## config.mk

```make
export PLATFORM = sky130hd
export DESIGN_NAME = byte_to_word_rx
export DESIGN_NICKNAME = d
export VERILOG_FILES = /design/src/rtl/uart_pkg.sv /design/src/rtl/uart_rx_byte.sv /design/src/rtl/byte_to_word_rx.sv
export SDC_FILE = /design/constraint.sdc
export NUM_CORES = 1
export LEC_CHECK = 0
export ABC_CLOCK_PERIOD_IN_PS = 3100
export CAP_MARGIN = 20
export CORE_MARGIN = 2
export CORE_UTILIZATION = 59
export DETAILED_ROUTE_END_ITERATION = 6
export PLACE_DENSITY_LB_ADDON = 0.12
export SLEW_MARGIN = 5
export SYNTH_ARGS = -nofsm -noshare
export SYNTH_HDL_FRONTEND = slang
export SYNTH_SLANG_ARGS = --single-unit
```

## constraint.sdc

```tcl
create_clock -name clock -period 3.1 [get_ports clock]
set_input_delay 0.775 -clock clock [delete_from_list [all_inputs] [get_ports clock]]
set_output_delay 0.775 -clock clock [all_outputs]
set_load 0.02 [all_outputs]
```

## src/rtl/uart_pkg.sv

```systemverilog
// Shared UART receiver definitions: FSM encoding, default bit timing, word byte-index width.
package uart_pkg;

    typedef enum logic [2:0] {
        IDLE   = 3'd0,
        START  = 3'd1,
        DATA   = 3'd2,
        PARITY = 3'd3,
        STOP   = 3'd4
    } rx_state_t;

    // 100 MHz clock at 115200 baud
    localparam int unsigned CLKS_PER_BIT_DEFAULT = 868;

    localparam int unsigned BYTE_IDX_W = 2;

endpackage

```

## src/rtl/uart_rx_byte.sv

```systemverilog
// Bit-level UART receiver: synchronizer, framing FSM, bit timing and optional even-parity check.
// Parity bit is expected only when UART_RX_PARITY_EN is defined (otherwise 8N1).
module uart_rx_byte
    import uart_pkg::*;
#(
    parameter int unsigned CLKS_PER_BIT = CLKS_PER_BIT_DEFAULT
) (
    input  logic       clock,
    input  logic       reset_n,
    input  logic       enable,
    input  logic       i_serial,
    output logic [7:0] rx_data,
    output logic       byte_ok,
    output logic       frame_err,
    output logic       parity_err
);

    localparam int unsigned CNT_W = $clog2(CLKS_PER_BIT);
    localparam logic [CNT_W-1:0] HALF_LAST = CNT_W'(CLKS_PER_BIT / 2 - 1);
    localparam logic [CNT_W-1:0] FULL_LAST = CNT_W'(CLKS_PER_BIT - 1);

    rx_state_t        state, state_next;
    logic             rx_meta, rx_sync;
    logic [CNT_W-1:0] clk_cnt;
    logic [2:0]       bit_idx;
    logic [7:0]       shreg;
    logic             half_tick, bit_tick, stop_tick;

    assign half_tick = (clk_cnt == HALF_LAST);
    assign bit_tick  = (clk_cnt == FULL_LAST);
    assign rx_data   = shreg;

    always_ff @(posedge clock or negedge reset_n) begin
        if (!reset_n) begin
            rx_meta <= 1'b1;
            rx_sync <= 1'b1;
        end else begin
            rx_meta <= i_serial;
            rx_sync <= rx_meta;
        end
    end

    always_ff @(posedge clock or negedge reset_n) begin
        if (!reset_n) state <= IDLE;
        else          state <= state_next;
    end

    always_comb begin
        state_next = state;
        if (!enable) begin
            state_next = IDLE;
        end else begin
            unique case (state)
                IDLE:   if (!rx_sync) state_next = START;
                START:  if (half_tick) state_next = rx_sync ? IDLE : DATA;
                DATA: begin
                    if (bit_tick && bit_idx == 3'd7) begin
`ifdef UART_RX_PARITY_EN
                        state_next = PARITY;
`else
                        state_next = STOP;
`endif
                    end
                end
                PARITY: if (bit_tick) state_next = STOP;
                STOP:   if (bit_tick) state_next = IDLE;
                default: state_next = IDLE;
            endcase
        end
    end

    // Counter restarts on every state change so START measures half a bit and later states full bits
    always_ff @(posedge clock or negedge reset_n) begin
        if (!reset_n) begin
            clk_cnt <= '0;
            bit_idx <= '0;
            shreg   <= '0;
        end else begin
            if (state == IDLE || state_next != state || bit_tick) clk_cnt <= '0;
            else                                                   clk_cnt <= clk_cnt + 1'b1;
            if (state == START) begin
                bit_idx <= '0;
            end else if (state == DATA && bit_tick) begin
                bit_idx <= bit_idx + 1'b1;
                shreg   <= {rx_sync, shreg[7:1]};
            end
        end
    end

    assign stop_tick = enable && (state == STOP) && bit_tick;
    assign frame_err = stop_tick && !rx_sync;

`ifdef UART_RX_PARITY_EN
    logic par_bit;

    always_ff @(posedge clock or negedge reset_n) begin
        if (!reset_n)                          par_bit <= 1'b0;
        else if (state == PARITY && bit_tick) par_bit <= rx_sync;
    end

    assign parity_err = stop_tick && rx_sync && (^{shreg, par_bit});
`else
    assign parity_err = 1'b0;
`endif

    assign byte_ok = stop_tick && rx_sync && !parity_err;

endmodule

```

## src/rtl/byte_to_word_rx.sv

```systemverilog
// UART receiver delivering single bytes, or in word mode 32-bit little-endian words of four bytes.
// Define UART_RX_PARITY_EN for even-parity framing (8E1); default is 8N1.
module byte_to_word_rx
    import uart_pkg::*;
#(
    parameter int unsigned CLKS_PER_BIT = CLKS_PER_BIT_DEFAULT
) (
    input  logic        clock,
    input  logic        reset_n,
    input  logic        enable,
    input  logic        i_mode_select,
    input  logic        i_serial,
    output logic [7:0]  o_byte,
    output logic        o_byte_valid,
    output logic [31:0] o_word,
    output logic        o_word_valid,
    output logic        o_frame_error,
    output logic        o_parity_error
);

    logic [7:0]            rx_data;
    logic                  byte_ok, frame_err, parity_err;
    logic [BYTE_IDX_W-1:0] byte_idx;
    logic [31:0]           staging;
    logic                  mode_q;
    logic                  word_clear;

    uart_rx_byte #(
        .CLKS_PER_BIT(CLKS_PER_BIT)
    ) u_rx (
        .clock      (clock),
        .reset_n    (reset_n),
        .enable     (enable),
        .i_serial   (i_serial),
        .rx_data    (rx_data),
        .byte_ok    (byte_ok),
        .frame_err  (frame_err),
        .parity_err (parity_err)
    );

    assign word_clear = !enable || frame_err || parity_err || (i_mode_select != mode_q);

    // Decision strobes are registered here so the 4th byte and its word pulse together
    always_ff @(posedge clock or negedge reset_n) begin
        if (!reset_n) begin
            mode_q        <= 1'b0;
            o_byte        <= '0;
            o_byte_valid  <= 1'b0;
            o_word        <= '0;
            o_word_valid  <= 1'b0;
            o_frame_error <= 1'b0;
            byte_idx      <= '0;
            staging       <= '0;
        end else begin
            mode_q        <= i_mode_select;
            o_byte_valid  <= byte_ok;
            o_frame_error <= frame_err;
            o_word_valid  <= 1'b0;
            if (byte_ok) o_byte <= rx_data;
            if (word_clear) begin
                byte_idx <= '0;
                staging  <= '0;
            end else if (byte_ok && i_mode_select) begin
                if (byte_idx == '1) begin
                    o_word       <= {rx_data, staging[23:0]};
                    o_word_valid <= 1'b1;
                    byte_idx     <= '0;
                    staging      <= '0;
                end else begin
                    staging[{byte_idx, 3'b000} +: 8] <= rx_data;
                    byte_idx <= byte_idx + 1'b1;
                end
            end
        end
    end

`ifdef UART_RX_PARITY_EN
    always_ff @(posedge clock or negedge reset_n) begin
        if (!reset_n) o_parity_error <= 1'b0;
        else          o_parity_error <= parity_err;
    end
`else
    assign o_parity_error = 1'b0;
`endif

endmodule

```

==> key figures, run 1 <==
Flow run
  – Max-capacitance violation count: 0

Drt
  – Number of detailed-route iterations in the first pass: 4
  – Per-cell via count in the routed design: 5.92
  – Detailed router's first-iteration violation count: 94
  – Number of antenna-violating nets in the routed design: 0
  – Wire per inst: 17.3 microns
  – Final WL: 7720 microns
  – Number of remaining DRC errors: 0
  – Overall via count from detail_route: 2636

Placement
  – Post-DP HPWL: 5410 microns
  – Area after DPL: 4660 sq um
  – Final estimated routing congestion in global placement: 0.841
  – Setup WS pre-CTS: 0.260 ns
  – Port-buffer cells: 47

Logic synthesis
  – Flip-flop cell with the highest count after synthesis: dfrtp_1
  – Number of flops mapped to enable cells by yosys: 0
  – Synthesized Nets: 321
  – Number of instances in the synthesized netlist: 307
  – Portion of the post-synthesis area used by sequential elements: 58.7%
  – Async set-reset flop share out of synthesis: 100%
  – Cell area after synthesis: 4100 sq um
  – Number of distinct library cells after synthesis: 47
  – Average instance area after synthesis: 13.3 sq um
  – Flip-flop and latch count after synthesis: 96
  – Yosys warnings: 0

Pwr
  – Peak supply drop: 0.277 mV
  – Overall power: 2.12 mW
  – Power per unit of standard cell area: 437 nW/um^2
  – Total leakage power: 2.30 nW

CTS
  – TritonCTS clock tree: built
  – Setup fix buffers added after clock tree synthesis: 0
  – Root buffer cell: clkbuf_8
  – CTS Buffer Depth: 2
  – Post-CTS resize count: 0
  – Source-to-sink clock delay at the later pin of the worst-skew pair: 0.36 ns
  – H-Tree Depth: 3
  – Clock net sink count: 96
  – Cts-stage hold buffer count: 0
  – CTS Buf Count: 9
  – Clock transition at the registers of the reported paths: 0.08 ns

Die
  – Standard-cell rows: 30
  – Starting utilization of the core area: 60.6%
  – Width of the chip: 87.3 microns
  – IO Count: 49
  – DIE AREA: 7620 sq um
  – Die span in y: 87.3 microns
  – Placeable Area: 6760 sq um

Setup path
  – Worst EP required: 3.38 ns
  – Setup CP Type: input port to flip-flop
  – Endpoint class of the critical path: flip-flop
  – Startpoint types: input port
  – Worst-case reg-to-reg path depth: 5
  – Worst-path fanout max: 6
  – Crit path arrival time: 2.75 ns

Final layout
  – Net total in the final layout: 375
  – Post-route cell area: 4850 sq um
  – Fraction of final layout cells with drive strength greater than 1: 22.2%
  – Most common cell after layout, fill and taps aside: dfrtp_1
  – Diode insertion count for antenna repair: 0
  – Core Util, Final: 71.8%
  – Area growth syn-to-layout: 18.5%
  – Most frequent cells in the layout: dfrtp_1 (94), mux2_2 (47), clkdlybuf4s50_1 (46)

STA
  – Setup violation total in the final timing report: 0
  – Share of the clock period used by the worst path after layout: 79.5%
  – Worst slew margin relative to its limit: 51.4%
  – Max-slew violation count: 0
  – Worst Slack Setup Final: 0.635 ns
  – Total Negative Setup Slacks: 0 ns
  – Measured slew at the worst slew-check pin: 0.729 ns
  – Worst-case clock skew: 0.00561 ns
  – Unrepaired setup endpoints after global routing: no
  – Period minus WS final: 2.47 ns
  – Final Hold Violating Endpoints: 0
  – Peak Freq: 406 MHz

Run status
  – Result of the run: finished clean

GRT
  – Overflow after GRT: 0
  – Number of global-route vias before repair: 2693
  – Antenna violations before repair: 0
  – Wire length of the first global-routing pass: 13100 microns
  – Maximum number of pins on one net before global-route repair: 42
  – Gr usage total: 22.6%

Min path
  – Hold Path Stages: 0
  – Class of the worst hold path: flip-flop to flip-flop
## stage by stage
step / hold slack [ns] / std cells
finish: 0.362 / 445
global route: 0.367 / 445
CTS: 0.366 / 445
detailed placement: 0.349 / 430
global placement: 0.351 / 430
floorplan: 0.345 / 307
## Yosys cell counts (2+ instances only)
cell | n | area share (%)
xnor2_1 | 4 | 0.86
ha_1 | 9 | 2.7
a221oi_1 | 2 | 0.43
dfrtp_1 | 94 | 57
dfstp_2 | 2 | 1.3
a21oi_1 | 4 | 0.49
nor3b_1 | 3 | 0.55
nor3_1 | 10 | 1.2
and2_1 | 3 | 0.46
mux2i_1 | 2 | 0.49
nand2_1 | 13 | 1.2
buf_1 | 4 | 0.37
nand3_1 | 9 | 1.1
buf_2 | 2 | 0.24
or4_4 | 2 | 0.55
nand4_1 | 6 | 0.92
a22o_1 | 23 | 4.9
buf_6 | 2 | 0.55
nor4_1 | 2 | 0.31
a32o_1 | 2 | 0.49
and4b_1 | 2 | 0.49
nor2_1 | 10 | 0.92
xor2_1 | 7 | 1.5
clkbuf_1 | 4 | 0.37
nor4_4 | 2 | 1.0
o211ai_1 | 2 | 0.37
and3_1 | 4 | 0.61
o21ai_0 | 6 | 0.73
nor2b_1 | 3 | 0.46
inv_1 | 6 | 0.55
mux2_2 | 47 | 13
## worst max-delay path, cell delays in order
cell             delay, ns
clkdlybuf4s50_1       0.49
nand4bb_2             0.23
or4_4                 0.61
or4b_1                0.47
a31oi_1               0.17
## per-layer routing
metal	vias up	global-route usage (%)	share of wire, %
li1	1228	-	-
met1	1324	31.3	46
met2	67	34.6	48
met3	17	4.93	3.9
met4	0	9.79	2.0
met5	-	0	0
## where the power goes
group,leakage [nW],switching [mW],total [mW],internal [mW]
registers,1.33,0.00527,1.26,1.26
logic,0.870,0.0496,0.0664,0.0168
clock network,0.0961,0.419,0.793,0.374
## registers in the layout, summed over array words and instances (netlist names)
signal         count
staging           24
u_rx.clk_cnt      10
o_byte_valid       1
u_rx.rx_sync       1
byte_idx           2
o_byte             8
o_word            32
u_rx.rx_data       8
u_rx.rx_meta       1
u_rx.bit_idx       3
u_rx.state         3
o_word_valid       1
mode_q             1
o_frame_error      1
## cell type report
class / count / area (sq um)
inverter: 7 / 26.3
sequential: 96 / 2400
tap: 80 / 100
clock inverter: 6 / 68.8
fill: 491 / 1900
timing repair buffer: 56 / 536
multi-input combinational: 191 / 1590
clock buffer: 9 / 124
## worst paths after layout
check / start / to / slack [ns]
min in group asynchronous: reset_n / byte_idx[1] / 0.39
max in group asynchronous: reset_n / u_rx.rx_sync / 2.01
hold reg to reg: u_rx.rx_meta / u_rx.rx_sync / 0.36
setup / recovery: enable / byte_idx[0] / 0.63
hold / removal: u_rx.rx_meta / u_rx.rx_sync / 0.36
setup reg to reg: u_rx.clk_cnt[0] / byte_idx[0] / 0.70
## cell families (layout without fill, tap and decap cells)
family	count (synthesis)	after routing	synth area share, %
DFF	96	96	58.7
other	1	1	0.0916
buffers and inverters	20	78	2.35
xor gates and xnor gates	11	11	2.35
and+or+nand+nor	80	80	12.5
muxes	49	49	13.4
adders and majority gates	9	9	2.75
AOI/OAI and AO/OA	41	41	7.79
No activity file was read; power rests on OpenSTA's default activity.
==> run 2: changes to the inputs <==
--- a/config.mk
+++ b/config.mk
@@ -5,10 +5,10 @@
 export SDC_FILE = /design/constraint.sdc
 export NUM_CORES = 1
 export LEC_CHECK = 0
-export ABC_CLOCK_PERIOD_IN_PS = 3100
+export ABC_CLOCK_PERIOD_IN_PS = 2100
 export CAP_MARGIN = 20
 export CORE_MARGIN = 2
-export CORE_UTILIZATION = 59
+export CORE_UTILIZATION = 50
 export DETAILED_ROUTE_END_ITERATION = 6
 export PLACE_DENSITY_LB_ADDON = 0.12
 export SLEW_MARGIN = 5
==> constraint.sdc (replaced) <==
create_clock -name clock -period 2.1 [get_ports clock]
set_input_delay 0.525 -clock clock [delete_from_list [all_inputs] [get_ports clock]]
set_output_delay 0.525 -clock clock [all_outputs]
set_load 0.02 [all_outputs]
==> run 2 against run 1 <==
Non-clock buffer count grew 36. Worst setup slack worse by 0.54 ns. Largest power group unchanged. Highest routed layer unchanged. Largest cell class unchanged. Total power up 47%. Core utilization shrank 7.3 points. Critical path type is now flip-flop to flip-flop. Combinational power increased by 84%. Sequential power is 48% higher. Critical endpoint unchanged. Flip-flop and latch count stayed put. First-iteration DRC count is 5.3% higher. Hold slack got worse by 0.27 ns.
==> key figures, run 2 (synthesis results as in run 1) <==
Run status
  – Result of the run: finished clean

GRT
  – Antenna violations before repair: 0
  – Wire length of the first global-routing pass: 13800 microns
  – Gr usage total: 20.3%
  – Overflow after GRT: 0
  – Number of global-route vias before repair: 2826
  – Maximum number of pins on one net before global-route repair: 34

Final layout
  – Filler instances: 661
  – Biggest register: o_word
  – Number of flip-flops under the largest register name: 32
  – Post-route cell area: 5220 sq um
  – Core Util, Final: 64.5%
  – Most frequent cells in the layout: dfrtp_1 (94), mux2_2 (47), clkdlybuf4s50_1 (45)
  – Fraction of final layout cells with drive strength greater than 1: 30.3%
  – Diode insertion count for antenna repair: 0
  – Net total in the final layout: 411
  – Regs by FF count: o_word: 32 flops, staging: 24 flops, u_rx.clk_cnt: 10 flops
  – Most common cell after layout, fill and taps aside: dfrtp_1
  – Area growth syn-to-layout: 27.5%

STA
  – Share of the clock period used by the worst path after layout: 95.6%
  – Peak Freq: 498 MHz
  – Worst-case clock skew: 0.0146 ns
  – Final hold slack: 0.0927 ns
  – Period minus WS final: 2.01 ns
  – Unrepaired setup endpoints after global routing: no
  – Measured slew at the worst slew-check pin: 0.591 ns
  – Final Hold Violating Endpoints: 0
  – Setup violation total in the final timing report: 0
  – Max-slew violation count: 0
  – Total Negative Setup Slacks: 0 ns
  – Worst slew margin relative to its limit: 60.6%

CTS
  – H-Tree Depth: 3
  – Clock transition at the registers of the reported paths: 0.10 ns
  – TritonCTS clock tree: built
  – CTS Buf Count: 9
  – Root buffer cell: clkbuf_8
  – Cts-stage hold buffer count: 0
  – CTS Buffer Depth: 2
  – Clock net sink count: 96
  – Source-to-sink clock delay at the later pin of the worst-skew pair: 0.36 ns

Pwr
  – Total leakage power: 2.50 nW
  – Logic gate share of total power: 3.9%
  – Part of the total power dissipated in sequential elements: 59.5%
  – Overall power: 3.12 mW
  – Peak supply drop: 0.431 mV
  – Switching Fraction: 24.7%
  – Power per unit of standard cell area: 598 nW/um^2
  – Part of the total power dissipated in the clock network: 36.6%
  – Sw Pwr: 0.772 mW
  – Internal power: 2.35 mW

Placement
  – Post-DP HPWL: 5920 microns
  – Port-buffer cells: 47
  – Area after DPL: 4990 sq um
  – Final estimated routing congestion in global placement: 0.894

Die
  – Placeable Area: 8090 sq um
  – Width of the chip: 94.5 microns
  – Starting utilization of the core area: 50.6%
  – IO Count: 49
  – DIE AREA: 8930 sq um
  – Standard-cell rows: 33
  – Die span in y: 94.5 microns

Setup path
  – Setup CP Type: flip-flop to flip-flop
  – Series of cell instances along the critical path: ha_2, nand4bb_4, or4_4, or4b_1, a31oi_1
  – Critical-path cell with the highest stage delay: or4_4
  – Crit path arrival time: 2.30 ns
  – Worst-path fanout max: 6
  – Worst EP required: 2.39 ns
  – Startpoint types: flip-flop
  – Endpoint class of the critical path: flip-flop
  – Biggest cell delay along the critical path: 0.54 ns

Min path
  – Class of the worst hold path: input port to async pin

Drt
  – Wire per inst: 16.1 microns
  – Number of remaining DRC errors: 0
  – Overall via count from detail_route: 2772
  – Number of antenna-violating nets in the routed design: 0
  – Final WL: 8160 microns
  – Per-cell via count in the routed design: 5.47
  – Detailed router's first-iteration violation count: 99
  – Number of detailed-route iterations in the first pass: 5

Flow run
  – Max-capacitance violation count: 0
[run 2: changes by cell type in the layout (fill, tap and decap cells not counted), moves of 2 or more]
cell,before,now
buf_12,0,2
inv_8,0,2
buf_4,10,44
nand4bb_4,0,2
[run 2: per-layer routing]
layer / track usage (%) / vias to the layer above / part of all wire [%] / routed length [microns]
met5: 0 / - / 0 / 0
met1: 28.5 / 1400 / 49 / 4000
met4: 7.13 / 0 / 1.9 / 156
met2: 31.8 / 46 / 46 / 3780
met3: 3.83 / 12 / 2.7 / 221
li1: - / 1314 / - / -
[run 2: power by group through the flow]
stage	clock (mW)	combinational, mW	sequential, mW
finish	1.14	0.122	1.86
CTS	1.18	0.124	1.86
global route	1.25	0.139	1.86
global placement	0	0.121	1.89
detailed placement	0	0.123	1.89
floorplan	0	0.0396	1.90
[run 2: repair_timing]
action,4_1_cts,5_1_grt
setup endpoints to repair,58,56
pin swaps,0,0
buffers inserted,0,0
resized for setup,4,3
[run 2: cell type report]
cell class | count | area (sq um) | share of cell area, %
flip-flops and latches | 96 | 2400 | 46.0
multi-input cells | 191 | 1640 | 31.5
repair buffers | 92 | 830 | 15.9
well taps | 105 | 131 | 2.52
clock buffers | 9 | 124 | 2.37
clock inverters | 7 | 63.8 | 1.22
inverters | 7 | 26.3 | 0.503
[run 2: through the flow]
| stage | cells | worst slack (ns) |
|---|---|---|
| after detailed placement | 491 | -0.414 |
| final | 507 | 0.0928 |
| after global routing | 507 | 0.00916 |
| after floorplan | 307 | 0.0152 |
| after global placement | 491 | -0.392 |
| after CTS | 507 | 0.0268 |
[run 2: worst paths after layout]
kind	slack [ns]	startpoint	to	cells after the start
max in group asynchronous	1.36	reset_n	u_rx.rx_meta	2
min in group clock	0.36	u_rx.rx_meta	u_rx.rx_sync	0
hold reg to reg	0.36	u_rx.rx_meta	u_rx.rx_sync	0
setup reg to reg	0.09	u_rx.clk_cnt[1]	byte_idx[0]	5
hold / removal	0.09	reset_n	o_frame_error	1
setup / recovery	0.09	u_rx.clk_cnt[1]	byte_idx[0]	5
[run 2: worst max-delay path, delay by kind of cell (launching register included)]
family,cells,cell delay (ns)
compound gates,1,0.17
fa+ha+maj,1,0.22
flops,1,0.37
simple gates,3,1.17
==> run 3: changes to the inputs <==
--- a/config.mk
+++ b/config.mk
@@ -6,7 +6,7 @@
 export NUM_CORES = 1
 export LEC_CHECK = 0
 export ABC_CLOCK_PERIOD_IN_PS = 2100
-export CAP_MARGIN = 20
+export CAP_MARGIN = 10
 export CORE_MARGIN = 2
 export CORE_UTILIZATION = 50
 export DETAILED_ROUTE_END_ITERATION = 6
@@ -14,4 +14,5 @@
 export SLEW_MARGIN = 5
 export SYNTH_ARGS = -nofsm -noshare
 export SYNTH_HDL_FRONTEND = slang
+export SYNTH_HIERARCHICAL = 1
 export SYNTH_SLANG_ARGS = --single-unit
==> run 3 against run 2 <==
Sequential share of layout area decreased by 0.52 points. The flow now finishes with violations (negative setup slack). Via count is 3.2% lower. Worst setup slack got worse by 0.44 ns. Largest power group unchanged. Flip-flop and latch count did not move. Sequential power is essentially flat.
==> key figures, run 3 <==
Run status
  – Result of the run: complete, but fails checks
  – Violations in the final reports: negative setup slack

Setup path
  – Startpoint types: flip-flop
  – Worst EP required: 2.40 ns
  – Endpoint class of the critical path: flip-flop
  – Critical-path cell with the highest stage delay: dfrtp_1
  – Source of the worst register-to-register timing path: u_rx/clk_cnt[0]
  – End of the critical path: staging[17]
  – Crit path arrival time: 2.74 ns
  – Worst-case reg-to-reg path depth: 10
  – Biggest cell delay along the critical path: 0.39 ns
  – Series of cell instances along the critical path: ha_2, and4bb_2, nand3_2, nor3_2, or3b_4, or3_4, buf_6, nor4b_4, buf_4, a22o_1
  – Setup CP Type: flip-flop to flip-flop
  – R2r endpoint: staging[17]
  – Setup crit start: u_rx/clk_cnt[0]
  – Setup slack, reg-to-reg: -0.35 ns
  – Worst-path fanout max: 8

Drt
  – Number of remaining DRC errors: 0
  – Detailed router's first-iteration violation count: 74
  – Final WL: 8320 microns
  – Total met2 wirelength after detailed routing: 4320 microns
  – Overall via count from detail_route: 2684
  – Wire length on met1: 3670 microns
  – Wire per inst: 16.4 microns
  – Per-cell via count in the routed design: 5.30
  – Number of antenna-violating nets in the routed design: 0
  – Met3 WL post-DR: 169 microns
  – Number of detailed-route iterations in the first pass: 4
  – Highest routed metal layer: met4

Die
  – DIE AREA: 8820 sq um
  – Standard-cell rows: 32
  – Die span in y: 93.9 microns
  – Placeable Area: 7770 sq um
  – IO Count: 49
  – Width of the chip: 93.9 microns
  – Starting utilization of the core area: 52.0%

GRT
  – Number of global-route vias before repair: 2779
  – Gr usage total: 21.0%
  – Antenna violations before repair: 0
  – Maximum number of pins on one net before global-route repair: 39
  – Wire length of the first global-routing pass: 14000 microns
  – Overflow after GRT: 0

Pwr
  – Peak supply drop: 0.417 mV
  – Total leakage power: 2.52 nW
  – Power per unit of standard cell area: 601 nW/um^2
  – Overall power: 3.18 mW

STA
  – Period minus WS final: 2.45 ns
  – Setup violation total in the final timing report: 56
  – Share of the clock period used by the worst path after layout: 117%
  – Max-slew violation count: 0
  – Final hold slack: 0.0711 ns
  – Final Hold Violating Endpoints: 0
  – Unrepaired setup endpoints after global routing: yes
  – Peak Freq: 409 MHz
  – Worst Slack Setup Final: -0.348 ns
  – Worst-case clock skew: 0.00923 ns

Logic synthesis
  – Async set-reset flop share out of synthesis: 100%
  – Cell area after synthesis: 4040 sq um
  – Number of distinct library cells after synthesis: 48
  – Flip-flop cell with the highest count after synthesis: dfrtp_1
  – Top-area cell type share of the netlist area: 58.2%
  – Yosys warnings: 6
  – Most used standard cell by instance count after synthesis: dfrtp_1
  – Synth top area cells: dfrtp_1 (58%), mux2_2 (13%), a22o_1 (5.2%)
  – Synthesized Nets: 312
  – Portion of the post-synthesis area used by sequential elements: 59.5%
  – Average instance area after synthesis: 13.6 sq um
  – Number of instances in the synthesized netlist: 298
  – Ranking of synthesized cells by instance count: dfrtp_1 (94), mux2_2 (47), a22o_1 (24)
  – Flip-flop and latch count after synthesis: 96
  – Cell taking the most area after synthesis: dfrtp_1
  – Number of flops mapped to enable cells by yosys: 0

Placement
  – Area after DPL: 4920 sq um
  – Post-DP HPWL: 5590 microns
  – Port-buffer cells: 47
  – Final estimated routing congestion in global placement: 0.887

Final layout
  – Net total in the final layout: 413
  – Most common cell after layout, fill and taps aside: dfrtp_1
  – Most frequent cells in the layout: dfrtp_1 (94), mux2_2 (46), clkdlybuf4s50_1 (46)
  – Diode insertion count for antenna repair: 0
  – Fraction of final layout cells with drive strength greater than 1: 34.2%
  – Area growth syn-to-layout: 30.7%
  – Core Util, Final: 68.0%
  – Biggest register: o_word
  – Number of flip-flops under the largest register name: 32
  – Regs by FF count: o_word: 32 flops, staging: 24 flops, u_rx/clk_cnt: 10 flops
  – Post-route cell area: 5280 sq um

CTS
  – TritonCTS clock tree: built
  – CTS Buf Count: 9
  – Source-to-sink clock delay at the later pin of the worst-skew pair: 0.36 ns
  – Clock net sink count: 96
  – H-Tree Depth: 3
  – Clock transition at the registers of the reported paths: 0.09 ns
  – CTS Buffer Depth: 2
  – Cts-stage hold buffer count: 0
  – Root buffer cell: clkbuf_8

Flow run
  – Max-capacitance violation count: 0

Min path
  – Class of the worst hold path: input port to async pin
[run 3: cell types whose count changed after synthesis, moves of 4 or more]
| cell | before | now |
|---|---|---|
| a32oi_1 | 0 | 4 |
| nand2_1 | 13 | 8 |
| nor2_1 | 10 | 17 |
| o21ai_0 | 6 | 1 |
| xnor2_1 | 4 | 8 |
| xor2_1 | 7 | 2 |
[run 3: power breakdown]
| part | internal [mW] | switching [mW] | total [mW] |
|---|---|---|---|
| clock | 0.563 | 0.625 | 1.19 |
| combinational | 0.0504 | 0.0798 | 0.130 |
| sequential | 1.85 | 0.00431 | 1.86 |
| total | 2.47 | 0.709 | 3.18 |
[run 3: critical path, delay by kind of cell (launching register included)]
kind	cells	cell delay (ns)
simple gates	6	1.34
fa+ha+maj	1	0.19
flops	1	0.39
buf+inv	2	0.32
compound gates	1	0.14
[run 3: worst min path at each step]
stage / cells after the start / end / from / slack (ns)
6_report: 1 / o_word[0] / reset_n / 0.07
3_3_place_gp: 0 / u_rx/rx_sync / u_rx/rx_meta / 0.35
5_1_grt: 1 / o_word[6] / reset_n / 0.08
4_1_cts: 1 / o_word[0] / reset_n / 0.07
3_5_place_dp: 0 / u_rx/rx_sync / u_rx/rx_meta / 0.35
2_1_floorplan: 0 / byte_idx[0] / reset_n / 0.23
[run 3: timing repair]
item,in CTS,in global routing
buffers inserted,8,3
pin swaps,17,7
gates cloned,3,0
gates resized for setup,15,5
setup endpoints to repair,57,67
[run 3: cells by family after synthesis]
| logic type | Yosys count | share of synthesized area [%] |
|---|---|---|
| compound gates | 44 | 8.82 |
| flops | 96 | 59.5 |
| xor+xnor | 10 | 2.17 |
| buf+inv | 19 | 2.26 |
| other cells | 2 | 0.186 |
| mux | 50 | 14.0 |
| simple gates | 68 | 10.3 |
| fa+ha+maj | 9 | 2.79 |
[run 3: cell type report]
class	instances	area [sq um]
well taps	102	128
clock inverters	3	23.8
repair buffers	100	912
multi-input cells	183	1600
clock buffers	13	179
fillers	573	2480
inverters	9	33.8
flip-flops and latches	96	2400
[run 3: stage by stage]
step	setup WS (ns)	std cells	TNS, ns
after floorplan	-0.331	298	-11.85
after global placement	-0.567	478	-27.44
after detailed placement	-0.591	478	-31.16
after CTS	-0.356	504	-15.48
after global routing	-0.421	506	-18.57
final	-0.348	506	-13.07
[run 3: metal layers]
metal	GRT usage, %	vias to the layer above
li1	-	1285
met1	26.5	1352
met2	36.3	35
met3	3.21	12
met4	8.09	0
met5	0	-
